[src/rtl/rv_ex_ctrl.sv]
// ---------------------------------------------------------------------------
// rv_ex_ctrl
//
// Registered, handshaked ALU control decoder placed between decode and
// execute. An instruction's opcode/funct3/funct7 is decoded into a 4-bit ALU
// select, a branch-invert flag and M-extension controls, and the result is
// held in a one-entry output slot. Multiply/divide instructions additionally
// start the external MD unit and wait a fixed latency before the slot is
// presented, back-pressuring decode meanwhile.
//
// Parameters
//   MD_EN   1 = decode RV32M ops as MD ops, 0 = treat them as illegal
//   MD_LAT  MD unit latency in cycles (1..255)
//   CNT_W   latency counter width, derived from MD_LAT
//
// Ports
//   clk_i, rst_n_i         clock, asynchronous active-low reset
//   flush_i                synchronous flush, wins over everything else
//   in_valid_i/in_ready_o  input handshake (in_ready_o is combinational)
//   opcode_i/funct3_i/funct7_i  instruction fields
//   out_valid_o/out_ready_i     output slot handshake
//   alu_op_sel_o, br_inv_o, md_sel_o, md_op_o, illegal_o  decoded slot
//   md_start_o             one-cycle start pulse to the MD unit
//   md_busy_o              MD sequence in progress
//
// Handshake: a transfer happens on a rising edge where valid and ready are
// both high. A producer holding valid keeps its payload stable until the
// transfer; ready never depends on the producer's valid.
//
// FSM state is fully observable on the ports: out_valid_o marks FULL,
// md_busy_o marks MD_WAIT, neither marks IDLE.
// ---------------------------------------------------------------------------
module rv_ex_ctrl #(
  parameter int MD_EN  = 1,
  parameter int MD_LAT = 32,
  parameter int CNT_W  = $clog2(MD_LAT + 1)
) (
  input  logic       clk_i,
  input  logic       rst_n_i,
  input  logic       flush_i,
  input  logic       in_valid_i,
  output logic       in_ready_o,
  input  logic [6:0] opcode_i,
  input  logic [2:0] funct3_i,
  input  logic [6:0] funct7_i,
  output logic       out_valid_o,
  input  logic       out_ready_i,
  output logic [3:0] alu_op_sel_o,
  output logic       br_inv_o,
  output logic       md_sel_o,
  output logic [2:0] md_op_o,
  output logic       illegal_o,
  output logic       md_start_o,
  output logic       md_busy_o
);

  // FSM encoding
  localparam logic [1:0] ST_IDLE    = 2'd0;
  localparam logic [1:0] ST_FULL    = 2'd1;
  localparam logic [1:0] ST_MD_WAIT = 2'd2;

  // Opcodes
  localparam logic [6:0] OP_RTYPE  = 7'b0110011;
  localparam logic [6:0] OP_ITYPE  = 7'b0010011;
  localparam logic [6:0] OP_LOAD   = 7'b0000011;
  localparam logic [6:0] OP_STORE  = 7'b0100011;
  localparam logic [6:0] OP_LUI    = 7'b0110111;
  localparam logic [6:0] OP_AUIPC  = 7'b0010111;
  localparam logic [6:0] OP_JAL    = 7'b1101111;
  localparam logic [6:0] OP_JALR   = 7'b1100111;
  localparam logic [6:0] OP_BRANCH = 7'b1100011;
  localparam logic [6:0] F7_MULDIV = 7'b0000001;

  localparam logic [3:0] SEL_ZERO = 4'b0000;
  localparam logic [3:0] SEL_ILL  = 4'b1111;
  localparam logic [CNT_W-1:0] CNT_LOAD = CNT_W'(MD_LAT - 1);

  // Registered state
  logic [1:0]       state_q,   state_d;
  logic [CNT_W-1:0] cnt_q,     cnt_d;
  logic [3:0]       alu_sel_q, alu_sel_d;
  logic             br_inv_q,  br_inv_d;
  logic             md_sel_q,  md_sel_d;
  logic [2:0]       md_op_q,   md_op_d;
  logic             illegal_q, illegal_d;
  logic             md_start_q, md_start_d;

  // Decoder outputs for the instruction currently offered
  logic [3:0] dec_alu_sel;
  logic       dec_br_inv;
  logic       dec_md_sel;
  logic [2:0] dec_md_op;
  logic       dec_illegal;
  logic       dec_is_md;

  logic       accept;

  // -------------------------------------------------------------------------
  // Combinational decode. Everything starts as "illegal" and each legal
  // encoding clears the flag, so any unlisted opcode falls out as 1111.
  // -------------------------------------------------------------------------
  always_comb begin
    dec_alu_sel = SEL_ILL;
    dec_br_inv  = 1'b0;
    dec_md_sel  = 1'b0;
    dec_md_op   = 3'b000;
    dec_illegal = 1'b1;
    dec_is_md   = 1'b0;
    unique case (opcode_i)
      OP_RTYPE: begin
        if (funct7_i == F7_MULDIV) begin
          // RV32M: only legal when the MD unit is present.
          if (MD_EN != 0) begin
            dec_alu_sel = SEL_ZERO;
            dec_md_sel  = 1'b1;
            dec_md_op   = funct3_i;
            dec_illegal = 1'b0;
            dec_is_md   = 1'b1;
          end
        end else begin
          dec_alu_sel = {funct7_i[5], funct3_i};
          dec_illegal = 1'b0;
        end
      end
      OP_ITYPE: begin
        // Only the shift-right immediate uses funct7[5] (srli vs srai);
        // for every other I-type op those bits are immediate data.
        if (funct3_i == 3'b101) begin
          dec_alu_sel = {funct7_i[5], 3'b101};
        end else begin
          dec_alu_sel = {1'b0, funct3_i};
        end
        dec_illegal = 1'b0;
      end
      OP_LOAD, OP_STORE, OP_LUI, OP_AUIPC, OP_JAL, OP_JALR: begin
        dec_alu_sel = SEL_ZERO;
        dec_illegal = 1'b0;
      end
      OP_BRANCH: begin
        // funct3[0] selects the negated form of each compare pair.
        dec_br_inv = funct3_i[0];
        unique case (funct3_i[2:1])
          2'b00: begin
            dec_alu_sel = 4'b1000;
            dec_illegal = 1'b0;
          end
          2'b10: begin
            dec_alu_sel = 4'b0010;
            dec_illegal = 1'b0;
          end
          2'b11: begin
            dec_alu_sel = 4'b0011;
            dec_illegal = 1'b0;
          end
          default: begin
            dec_alu_sel = SEL_ILL;
            dec_illegal = 1'b1;
          end
        endcase
      end
      default: begin
        dec_alu_sel = SEL_ILL;
        dec_illegal = 1'b1;
      end
    endcase
  end

  // -------------------------------------------------------------------------
  // Handshake. A FULL slot may be replaced in the same cycle it drains,
  // giving one instruction per cycle. Nothing is accepted while the MD unit
  // is running or while a flush is in progress.
  // -------------------------------------------------------------------------
  assign in_ready_o = !flush_i &&
                      ((state_q == ST_IDLE) ||
                       ((state_q == ST_FULL) && out_ready_i));
  assign accept     = in_valid_i && in_ready_o;

  // -------------------------------------------------------------------------
  // Next-state logic
  // -------------------------------------------------------------------------
  always_comb begin
    state_d    = state_q;
    cnt_d      = cnt_q;
    alu_sel_d  = alu_sel_q;
    br_inv_d   = br_inv_q;
    md_sel_d   = md_sel_q;
    md_op_d    = md_op_q;
    illegal_d  = illegal_q;
    md_start_d = 1'b0;

    if (flush_i) begin
      state_d = ST_IDLE;
      cnt_d   = '0;
    end else begin
      unique case (state_q)
        ST_IDLE, ST_FULL: begin
          if (accept) begin
            alu_sel_d = dec_alu_sel;
            br_inv_d  = dec_br_inv;
            md_sel_d  = dec_md_sel;
            md_op_d   = dec_md_op;
            illegal_d = dec_illegal;
            if (dec_is_md) begin
              // The counter holds the number of further cycles to wait
              // after the first MD_WAIT cycle.
              state_d    = ST_MD_WAIT;
              cnt_d      = CNT_LOAD;
              md_start_d = 1'b1;
            end else begin
              state_d = ST_FULL;
            end
          end else if ((state_q == ST_FULL) && out_ready_i) begin
            state_d = ST_IDLE;
          end
        end
        ST_MD_WAIT: begin
          if (cnt_q == '0) begin
            state_d = ST_FULL;
          end else begin
            cnt_d = cnt_q - CNT_W'(1);
          end
        end
        default: begin
          state_d = ST_IDLE;
          cnt_d   = '0;
        end
      endcase
    end
  end

  // -------------------------------------------------------------------------
  // Registers
  // -------------------------------------------------------------------------
  always_ff @(posedge clk_i or negedge rst_n_i) begin
    if (!rst_n_i) begin
      state_q    <= ST_IDLE;
      cnt_q      <= '0;
      alu_sel_q  <= SEL_ILL;
      br_inv_q   <= 1'b0;
      md_sel_q   <= 1'b0;
      md_op_q    <= 3'b000;
      illegal_q  <= 1'b0;
      md_start_q <= 1'b0;
    end else begin
      state_q    <= state_d;
      cnt_q      <= cnt_d;
      alu_sel_q  <= alu_sel_d;
      br_inv_q   <= br_inv_d;
      md_sel_q   <= md_sel_d;
      md_op_q    <= md_op_d;
      illegal_q  <= illegal_d;
      md_start_q <= md_start_d;
    end
  end

  // -------------------------------------------------------------------------
  // Outputs
  // -------------------------------------------------------------------------
  assign out_valid_o  = (state_q == ST_FULL);
  assign md_busy_o    = (state_q == ST_MD_WAIT);
  assign alu_op_sel_o = alu_sel_q;
  assign br_inv_o     = br_inv_q;
  assign md_sel_o     = md_sel_q;
  assign md_op_o      = md_op_q;
  assign illegal_o    = illegal_q;
  assign md_start_o   = md_start_q;

endmodule

[config.mk]
export PLATFORM = sky130hd
export DESIGN_NAME = rv_ex_ctrl
export DESIGN_NICKNAME = d
export VERILOG_FILES = /design/src/rtl/rv_ex_ctrl.sv
export SDC_FILE = /design/constraint.sdc
export NUM_CORES = 1
export LEC_CHECK = 0
export ABC_AREA = 1
export CORE_ASPECT_RATIO = 1.5
export CORE_MARGIN = 2
export CORE_UTILIZATION = 43
export DETAILED_ROUTE_END_ITERATION = 10
export PLACE_DENSITY = 0.75
export SLEW_MARGIN = 5
export SYNTH_ARGS = -nofsm -noshare
export SYNTH_HDL_FRONTEND = slang
export SYNTH_SLANG_ARGS = --single-unit
export TNS_END_PERCENT = 1
[constraint.sdc]
create_clock -name clk_i -period 1.45 [get_ports clk_i]
set_clock_uncertainty 0.2 [all_clocks]
set_input_delay 0.2175 -clock clk_i [delete_from_list [all_inputs] [get_ports clk_i]]
set_output_delay 0.2175 -clock clk_i [all_outputs]
set_load 0.1 [all_outputs]
Word level (Yosys, flattened, before mapping). Cells that the tools add are included.

Flip-flop bits (word level): 19. Bits of input ports: 22. Word-level logic and storage cells: 71.

Add/subtract/negate cells: 1. Equal/unequal tests: 20. Muxes and demuxes: 26. Bitwise logic cells: 1. Reductions and logical operators: 15.

Operators with widths (count): 6-bit two-way mux (4); 7-bit by 6-bit equality test with 1-bit output, second input constant (3); 7-bit equality test, second input constant (3); 4-bit case mux with 4 select lines (1); 7-bit by 5-bit equality test with 1-bit output, second input constant (2); 4-bit case mux with 3 select lines (1); 6-bit case mux with 2 select lines (1); 2-bit two-way mux (5); 3-bit inequality test, second input constant (3); 1-bit two-way mux (8); 4-bit two-way mux (2); 8-bit OR reduction (1); 7-bit by 1-bit equality test with 1-bit output, second input constant (1); 7-bit by 2-bit equality test with 1-bit output, second input constant (1); 2-bit equality test, second input constant (3); 6-bit zero test (1); 3-bit two-way mux (2); 3-bit AND reduction (2); 6-bit OR reduction (1); 6-bit by 1-bit subtractor with 6-bit output, second input constant (1); 2-bit zero test (2); 4-bit inequality test, second input constant (1); 2-bit case mux with 2 select lines (1); 3-bit equality test, second input constant (1); other kinds (10) (12).

Logic depth before layout (Yosys ltp).
Depth after elaboration: 8. Mapped depth: 10.

Worst setup path after synthesis. No wires, ideal clock.

Path type: register to output. Start point: register state_q[0]. End point: output port out_valid_o. Arrival: 1.710 ns. Required time: 1.033 ns. Setup slack: -0.677 ns. Stages on the path, launching flop included: 3. Buffers on the path: 0. Path through: dfrtp_1 > inv_2 > nor2_1.

Longest elaborated chain between the ends: 1.

Ends and longest elaborated chain: from (decl) (RTL line 79) `logic [1:0] state_q, state_d;`; from (signal assigned) (RTL line 245) `state_q <= state_d;`; 2-bit by 1-bit equality test with 1-bit output (RTL line 259) `assign out_valid_o = (state_q == ST_FULL);`; to (decl) (RTL line 46) `output logic out_valid_o,`.

Every way passes these cells.

Final worst setup path.
Start point: register state_q[0]. End point: output port in_ready_o.

Longest elaborated chain between the ends: 4. Elaborated cells between the ends (all ways): 5. Classes of those cells: eq/ne: 1; reduce/logical: 4.

Ends and longest elaborated chain: 2-bit by 1-bit equality test with 1-bit output (RTL line 175) `((state_q == ST_FULL) && out_ready_i));`; 1-bit logical AND (RTL line 175); 1-bit logical OR (*) (RTL line 174) `((state_q == ST_IDLE) ||`; 1-bit logical AND (*) (RTL line 173) `assign in_ready_o = !flush_i &&`; to (decl) (RTL line 42) `output logic in_ready_o,`.

Mark *: on every way between the ends. The rest lies on a longest branch, timed or not.

==> metrics.log <==
INFO  metric ios = 36
INFO  metric synth_top_area_share = about 28%
INFO  metric fin_tns_setup = -2737 ps
INFO  metric regToRegSetupSlack = -150 ps
INFO  metric start_kind = flip-flop
INFO  metric ys.flop_type = sky130_fd_sc_hd__dfrtp_1
INFO  metric postSynthCellCount = slightly below 200
INFO  metric die-width = ~49 um
INFO  metric result_of_the_run = finished, violations left
INFO  metric leakagePower = roughly 1.2 nW
INFO  metric clockRootBuffer = sky130_fd_sc_hd__clkbuf_8
INFO  metric antenna_found_initial = 0
INFO  metric place.port_buffers = 35
INFO  metric grt_overflow_total = 0
INFO  metric drt_iter0_markers = 21
INFO  metric required = about 1000 ps
INFO  metric worst-endpoint-arrival = 1220 ps
INFO  metric clock_sinks = 19
INFO  metric grt_util_all_layers = between 20% and 30%
INFO  metric flow.area_growth_from_synthesis = 71.68%
INFO  metric synth_edf_count = 0
INFO  metric vias_per_cell = 4.757
INFO  metric total_cts_buffers = 3
INFO  metric power.ir.vdd_worst = around 590 uV
INFO  metric startpoint = state_q[0]
INFO  metric total_power = around 0.0015 W
INFO  metric drt_drc_violations_left = 0
INFO  metric critPathKind = reg -> out
INFO  metric first_global_vias = 1513
INFO  metric layout-drive-gt1-share = 35.25%
INFO  metric clock_insertion_delay_worst_skew = 270 ps
INFO  metric timing.critical_path.fanout_max = 3
INFO  metric main_area_contributors_after_synthesis = sky130_fd_sc_hd__dfrtp_1 (28%), sky130_fd_sc_hd__nand2_1 (17%), sky130_fd_sc_hd__nor2_1 (8.5%)
INFO  metric crit-reg2reg-launch = state_q[0]
INFO  metric diodes = 0
INFO  metric routedWlPerCell = about 12 um
INFO  metric ys_types = 25
INFO  metric die_height = 72.12 um
INFO  metric finalHoldViolCount = 0
INFO  metric cts_tree = yes
INFO  metric ant_nets_after_route = 0
INFO  metric synth_async_sr_flop_share = 100.0%
INFO  metric seq_area_frac_synth = 36.12%
INFO  metric final.setup.worst_slack = -187.9 ps
INFO  metric h-tree-depth = 1
INFO  metric finalCritPeriodShare = 113.0%
INFO  metric r2r_cell_count = 8
INFO  metric worst_setup_path_end_kind = output pin
INFO  metric finalWirelength = 3816 um
INFO  metric grt_pass1_wl = around 6400 um
INFO  metric netlist.top_cell.by_area = sky130_fd_sc_hd__dfrtp_1
INFO  metric synth-warning-count = 0
INFO  metric rr_endpoint = cnt_q[5]
INFO  metric final_hold_slack = 86.31 ps
INFO  metric number_of_failing_setup_endpoints_in_the_final_timing_report = 21
INFO  metric post-synth-top-count-cell = sky130_fd_sc_hd__nand2_1
INFO  metric dp_hpwl = 2971 um
INFO  metric postSynthNetCount = 220
INFO  metric synth_area_per_cell = around 6.8 um2
INFO  metric fmax = ~0.61 GHz
INFO  metric timing.slew.headroom = 80.67%
INFO  metric cts_hold_repair.buffers = 0
INFO  metric path_clk_slew = 80 ps
INFO  metric dpl_cell_area = 0.002138 mm2
INFO  metric design.die.area = 0.003563 mm2
INFO  metric design.core.area = 0.002943 mm2
INFO  metric synth.ff_latch_count = 19
INFO  metric timing.max_cap.violations = 0
INFO  metric grt_max_degree = 20
INFO  metric initial_utilization = 45.20%
INFO  metric cp-endpoint = in_ready_o
INFO  metric timing.final.crit_period = between 1500 and 2000 ps
INFO  metric clk_buf_depth = 2
INFO  metric most_numerous_cell_types_in_the_synthesized_netlist = sky130_fd_sc_hd__nand2_1 (62), sky130_fd_sc_hd__nor2_1 (30), sky130_fd_sc_hd__inv_1 (24)
INFO  metric holdCritPathClass = in -> async
INFO  metric fin_nets = a little over 300
INFO  metric placement_rows = 24
INFO  metric power-per-cell-area = approximately 660 mW/mm2
INFO  metric syn_area = 0.001330 mm2
INFO  metric worstMarginPinSlew = 288.4 ps
INFO  metric drt_pass1_iterations = 4
INFO  metric final_slew_viol_count = 0
INFO  metric failed_checks = setup timing
INFO  metric routed-via-count = 1508
INFO  metric routabilityCongestion = 0.8734
INFO  metric stdcell_area = 0.002283 mm2
INFO  metric grt_setup_unrepaired = true
INFO  metric place_ws = -445.9 ps
metrics by stage:
| stage | utilization (%) | instances |
|---|---|---|
| floorplan | - | 196 |
| global placement | 72.66 | 306 |
| detailed placement | 72.66 | 306 |
| CTS | 75.68 | 312 |
| global route | 77.59 | 317 |
| finish | 77.59 | 317 |
area by class of cell:
class                      instances  area [um2]
inverter                          29       112.6
clock inverter                     1       5.005
sequential                        19       480.5
fill                             228       659.4
timing repair buffer              80       842.1
multi-input combinational        146       753.2
clock buffer                       3       41.29
tap                               39       48.80
how the worst min path moves through the flow:
stage          depth (start not counted)  slack (ps)    endpoint
2_1_floorplan                          0        -280    br_inv_o
3_3_place_gp                           2         310    cnt_q[0]
3_5_place_dp                           2         310    cnt_q[0]
4_1_cts                                2         100  state_q[0]
5_1_grt                                2         110  state_q[0]
6_report                               2          90  state_q[1]
critical path, stage by stage, from the launching register on:
cell	delay [ps]
sky130_fd_sc_hd__dfrtp_1	430
sky130_fd_sc_hd__nand2_2	90
sky130_fd_sc_hd__nand2_2	70
sky130_fd_sc_hd__buf_6	120
sky130_fd_sc_hd__clkinvlp_4	70
sky130_fd_sc_hd__buf_12	170
power breakdown:
group	internal [W]	total [W]	switching [W]
Combinational	0.000240	0.000522	0.000282
Sequential	0.000562	0.000583	0.0000212
Clock	0.000192	0.000394	0.000202
state kept, by name, indices dropped and copies added, names as in the netlist:
signal / count
cnt_q: 6
md_op_o: 3
illegal_o: 1
br_inv_o: 1
md_sel_o: 1
alu_op_sel_o: 4
md_start_o: 1
state_q: 2
logic make-up after synthesis:
logic type | Yosys count | synth area share (%)
adder cells (fa/ha/maj) | 2 | 1.881
AND/OR/NAND/NOR | 130 | 44.31
XOR/XNOR | 2 | 1.317
AO/OA/AOI/OAI | 12 | 6.491
flip-flops | 19 | 36.12
buffers and inverters | 31 | 9.877
routing by layer:
metal	vias up	track usage, %	part of all wire [%]
met4	0	11.73	2.8
met2	33	44.89	56
met1	698	24.17	39
met3	11	2.469	2.3
li1	766	-	-
met5	-	0	0
cell usage in the layout, fill, tap and decap left out, drive strengths merged, types with 2 or more instances in the layout:
master	instances
clkbuf	3
nand3	23
dfrtp	15
nand2	66
a21oi	3
nor2	34
xor2	2
clkinv	2
o21a	3
o21ai	6
ha	2
buf	59
inv	27
dfstp	4
or2	4
clkdlybuf4s50	20
repair_timing:
action,CTS,global route
gates cloned,0,0
buffers inserted,2,5
resized for setup,12,6
pin swaps,4,1
endpoints found under the setup margin,20,22
Power figures use the tool's default switching activity.
==> patch 1, RTL diff (config.mk and constraints unchanged) <==
The parameter `MD_LAT` goes from 32 to 64.
--- a/src/rtl/rv_ex_ctrl.sv
+++ b/src/rtl/rv_ex_ctrl.sv
@@ -33,5 +33,5 @@
 module rv_ex_ctrl #(
   parameter int MD_EN  = 1,
-  parameter int MD_LAT = 32,
+  parameter int MD_LAT = 64,
   parameter int CNT_W  = $clog2(MD_LAT + 1)
 ) (
Formal check against the unedited RTL: same outputs for any inputs over 10 cycles, from zero or initial values and one cycle with rst_n_i low; that may be too few to reach the edited logic, so the function may still have changed.
==> patch 1 against the unedited design <==
  * The flow still finishes with violations (negative setup slack)
  * Area after synthesis is 3.4% lower
  * Utilization grew 0.84 points
  * Sequential cell count rose by 1
  * Total power increased by 3.8%
  * Cell area down 0.99%
  * Worst setup slack lost 2.5 ps
  * Combinational power down 2%
  * Wire length is 10% lower
  * First-iteration DRC count grew 76%
  * Highest routed layer unchanged
==> patch 1: results (changes against the unedited design) <==
Port Buffers=35 (unchanged); layout cell share with drive strength beyond 1=34.7% (was 35.3%); routability congestion estimate=0.920 (was 0.873); Routed Wire Length=3430 um (was 3820 um); placed cells=294 (was 306); Gate power share=32.9% (was 34.8%); drt first pass iters=5 (was 4); register bank with the most flops=cnt_q (unchanged); R2R depth=9 (was 8); Clock Pin Slew Worst Setup and Hold Paths=70 ps; Filler cells=202 (was 228); WL met2=1960 um (was 2120 um); cells after synthesis=186 (was 196); Worst-Margin Slew=279 ps (was 288 ps); most common library cells after synthesis=57 x nand2_1, 28 x inv_1, 24 x nor2_1 (was 62 x nand2_1, 30 x nor2_1, 24 x inv_1); sequential share of the synthesized area=39.3% (was 36.1%); routed vias=1,489 (was 1,508); Largest register FFs=7 (was 6); fin nets=290 (was 303); Synth cell types=21 (was 25); DR WL/cell=11.3 um (was 12.0 um); Critical path origin=state_q[1] (was state_q[0]); 1st-iter DRT viols=37 (was 21); first-pass GRT wire length=5890 um (was 6400 um); Leak Pwr=1.16 nW (was 1.18 nW); Post-DP HPWL=2770 um (was 2970 um); DP Area=2100 um2 (was 2140 um2); Final Instance Area=2260 um2 (was 2280 um2); post-CTS resize count=16 (was 12); top sig layer=met4 (unchanged); status=finished, violations left (unchanged); pwr/cell area=689 nW/um2 (was 657 nW/um2); Reg-to-Reg Start=state_q[1] (was state_q[0]); largest net degree at the start of global routing=21 (was 20); Syn Nets=210 (was 220); wire length on met3=99 um (was 86 um); # Post-CTS Setup Buffers=4 (was 2); endpoints failing setup=22 (was 21); peak supply drop=0.000486 V (was 0.000588 V); setup ws final=-190 ps (was -188 ps); ranking of synthesized cells by area=dfrtp_1 31%, nand2_1 17%, dfstp_2 8.2% (was dfrtp_1 28%, nand2_1 17%, nor2_1 8.5%); setup TNS=-2320 ps (was -2740 ps); Sequential Power Share=39.7% (was 38.9%); M1 wire length=1260 um (was 1500 um); Critical R2R Capture=cnt_q[5] (unchanged); Worst Hold Class=input pin to async pin (unchanged); sw frac=31.0% (was 33.7%); gr usage total=21.7% (was 23.1%); CTS Buffer Depth=2 (unchanged); worst-path maximum fanout=2 (was 3); failing checks=negative setup slack (unchanged)
[patch 1: area by class of cell]
type	instances	share of cell area [%]
Sequential cell	20	22.4
Multi-Input combinational cell	137	31.8
Clock buffer	4	2.43
Timing Repair Buffer	75	35.9
Inverter	29	5.37
Tap cell	39	2.16
[patch 1: stage by stage]
stage / setup slack [ps] / hold WS (ps)
4_1_cts: -161 / 108
3_3_place_gp: -338 / 326
5_1_grt: -251 / 128
2_1_floorplan: -223 / -278
3_5_place_dp: -405 / 331
6_report: -190 / 94.3
[patch 1: kinds of logic after synthesis]
group / count (synthesis) / synth area share (%)
compound gates: 19 / 8.08
xor+xnor: 1 / 0.682
fa+ha+maj: 2 / 1.95
buf+inv: 29 / 8.67
flops: 20 / 39.3
simple gates: 115 / 41.3
[patch 1: routing by layer]
metal / GRT usage, % / vias up
met5: 0 / -
met4: 10.5 / 0
met3: 2.74 / 11
met2: 44.0 / 39
met1: 20.8 / 698
li1: - / 741
==> patch 2, RTL diff (same settings) <==
Made on the original files. Make the reset (`rst_n_i`) synchronous in one clocked block. Comments in the files are not updated.
--- a/src/rtl/rv_ex_ctrl.sv
+++ b/src/rtl/rv_ex_ctrl.sv
@@ -232,5 +232,5 @@
   // Registers
   // -------------------------------------------------------------------------
-  always_ff @(posedge clk_i or negedge rst_n_i) begin
+  always_ff @(posedge clk_i) begin
     if (!rst_n_i) begin
       state_q    <= ST_IDLE;
Function: differs if rst_n_i is asserted again (counterexample within 4 cycles, from zero or initial values and one cycle with rst_n_i low); with rst_n_i held inactive, the same outputs for 10 cycles.
==> patch 2 against the unedited design <==
  * The flow still finishes with violations (negative setup slack)
  * Cell area fell by 4.8%
  * Synthesized cell count is 9.7% lower
  * Hold slack better by 210 ps
  * First-iteration DRC count up 110%
  * Sequential power down 7.7%
  * Total power shrank 18%
  * Die area decreased by 11%
  * Wire length rose by 3.4%
  * Non-clock buffer count fell by 11
  * Sequential cell count unchanged
  * Area after synthesis down 12%
  * Worst setup slack gained 150 ps
  * Combinational power decreased by 38%
  * Largest power group unchanged
  * Highest routed layer unchanged
==> patch 2: results (changes against the unedited design) <==
routability congestion estimate=0.825 (was 0.873); 1st-iter DRT viols=44 (was 21); M1 wire length=1290 um (was 1500 um); Critical R2R Capture=cnt_q[5] (unchanged); Post-DP HPWL=2840 um (was 2970 um); Leak Pwr=0.963 nW (was 1.18 nW); wire length on met3=106 um (was 86 um); sequential share of the synthesized area=32.4% (was 36.1%); layout cell share with drive strength beyond 1=44.2% (was 35.3%); setup ws final=-39.1 ps (was -188 ps); most used flip-flop cell after synthesis=dfxtp_1 (was dfrtp_1); met1 Use GR=23.7% (was 24.2%); Worst Hold Class=input pin to register (was input pin to async pin); endpoints failing setup=6 (was 21); met3 Usage GRT=2.90% (was 2.47%); status=finished, violations left (unchanged); Syn Nets=200 (was 220); first-pass GRT wire length=6110 um (was 6400 um); R2R depth=7 (was 8); Hold WS=295 ps (was 86.3 ps); Worst slew margin=82.6% (was 80.7%); vias per inst=5.02 (was 4.76); Filler cells=178 (was 228); Power Internal=0.000861 W (was 0.000994 W); asr flop ratio synth=0% (was 100%); Synth Area in Compound Gates=15.3% (was 6.49%); largest net degree at the start of global routing=11 (was 20); vias in the first global route=1,504 (was 1,513); ranking of synthesized cells by area=dfxtp_1 32%, nand2_1 17%, inv_1 8.0% (was dfrtp_1 28%, nand2_1 17%, nor2_1 8.5%); XOR/XNOR Fraction of Synth Area=0% (was 1.32%); failing checks=negative setup slack (unchanged); DP Area=1940 um2 (was 2140 um2); Synth cell types=24 (was 25)
## patch 2: power by group through the flow
stage                     sequential, W  clock (W)  combinational, W
after floorplan                0.000597          0         0.0000929
after global placement         0.000548          0          0.000295
after detailed placement       0.000549          0          0.000302
after CTS                      0.000537   0.000370          0.000309
after global routing           0.000538   0.000393          0.000340
final                          0.000538   0.000364          0.000323
## patch 2: final cells by class
| type | count | share of cell area (%) |
|---|---|---|
| clock buffers | 4 | 2.07 |
| inverters | 27 | 5.24 |
| multi-input cells | 132 | 38.2 |
| flip-flops and latches | 19 | 17.8 |
| well taps | 37 | 2.13 |
| repair buffers | 69 | 34.5 |
## patch 2: per-stage QoR
step                instances  utilization (%)  setup TNS, ps
detailed placement        277             73.2          -6530
global placement          277             73.2          -5710
CTS                       287             80.2           -114
global route              288             82.1           -947
finish                    288             82.1           -134
floorplan                 177                -          -2220
## patch 2: repair_timing
action,in CTS,in global routing
setup buffers,6,0
setup endpoints to repair,21,20
cloned,0,1
gates resized for setup,55,13
pin swaps,29,8
hold buffers,0,0
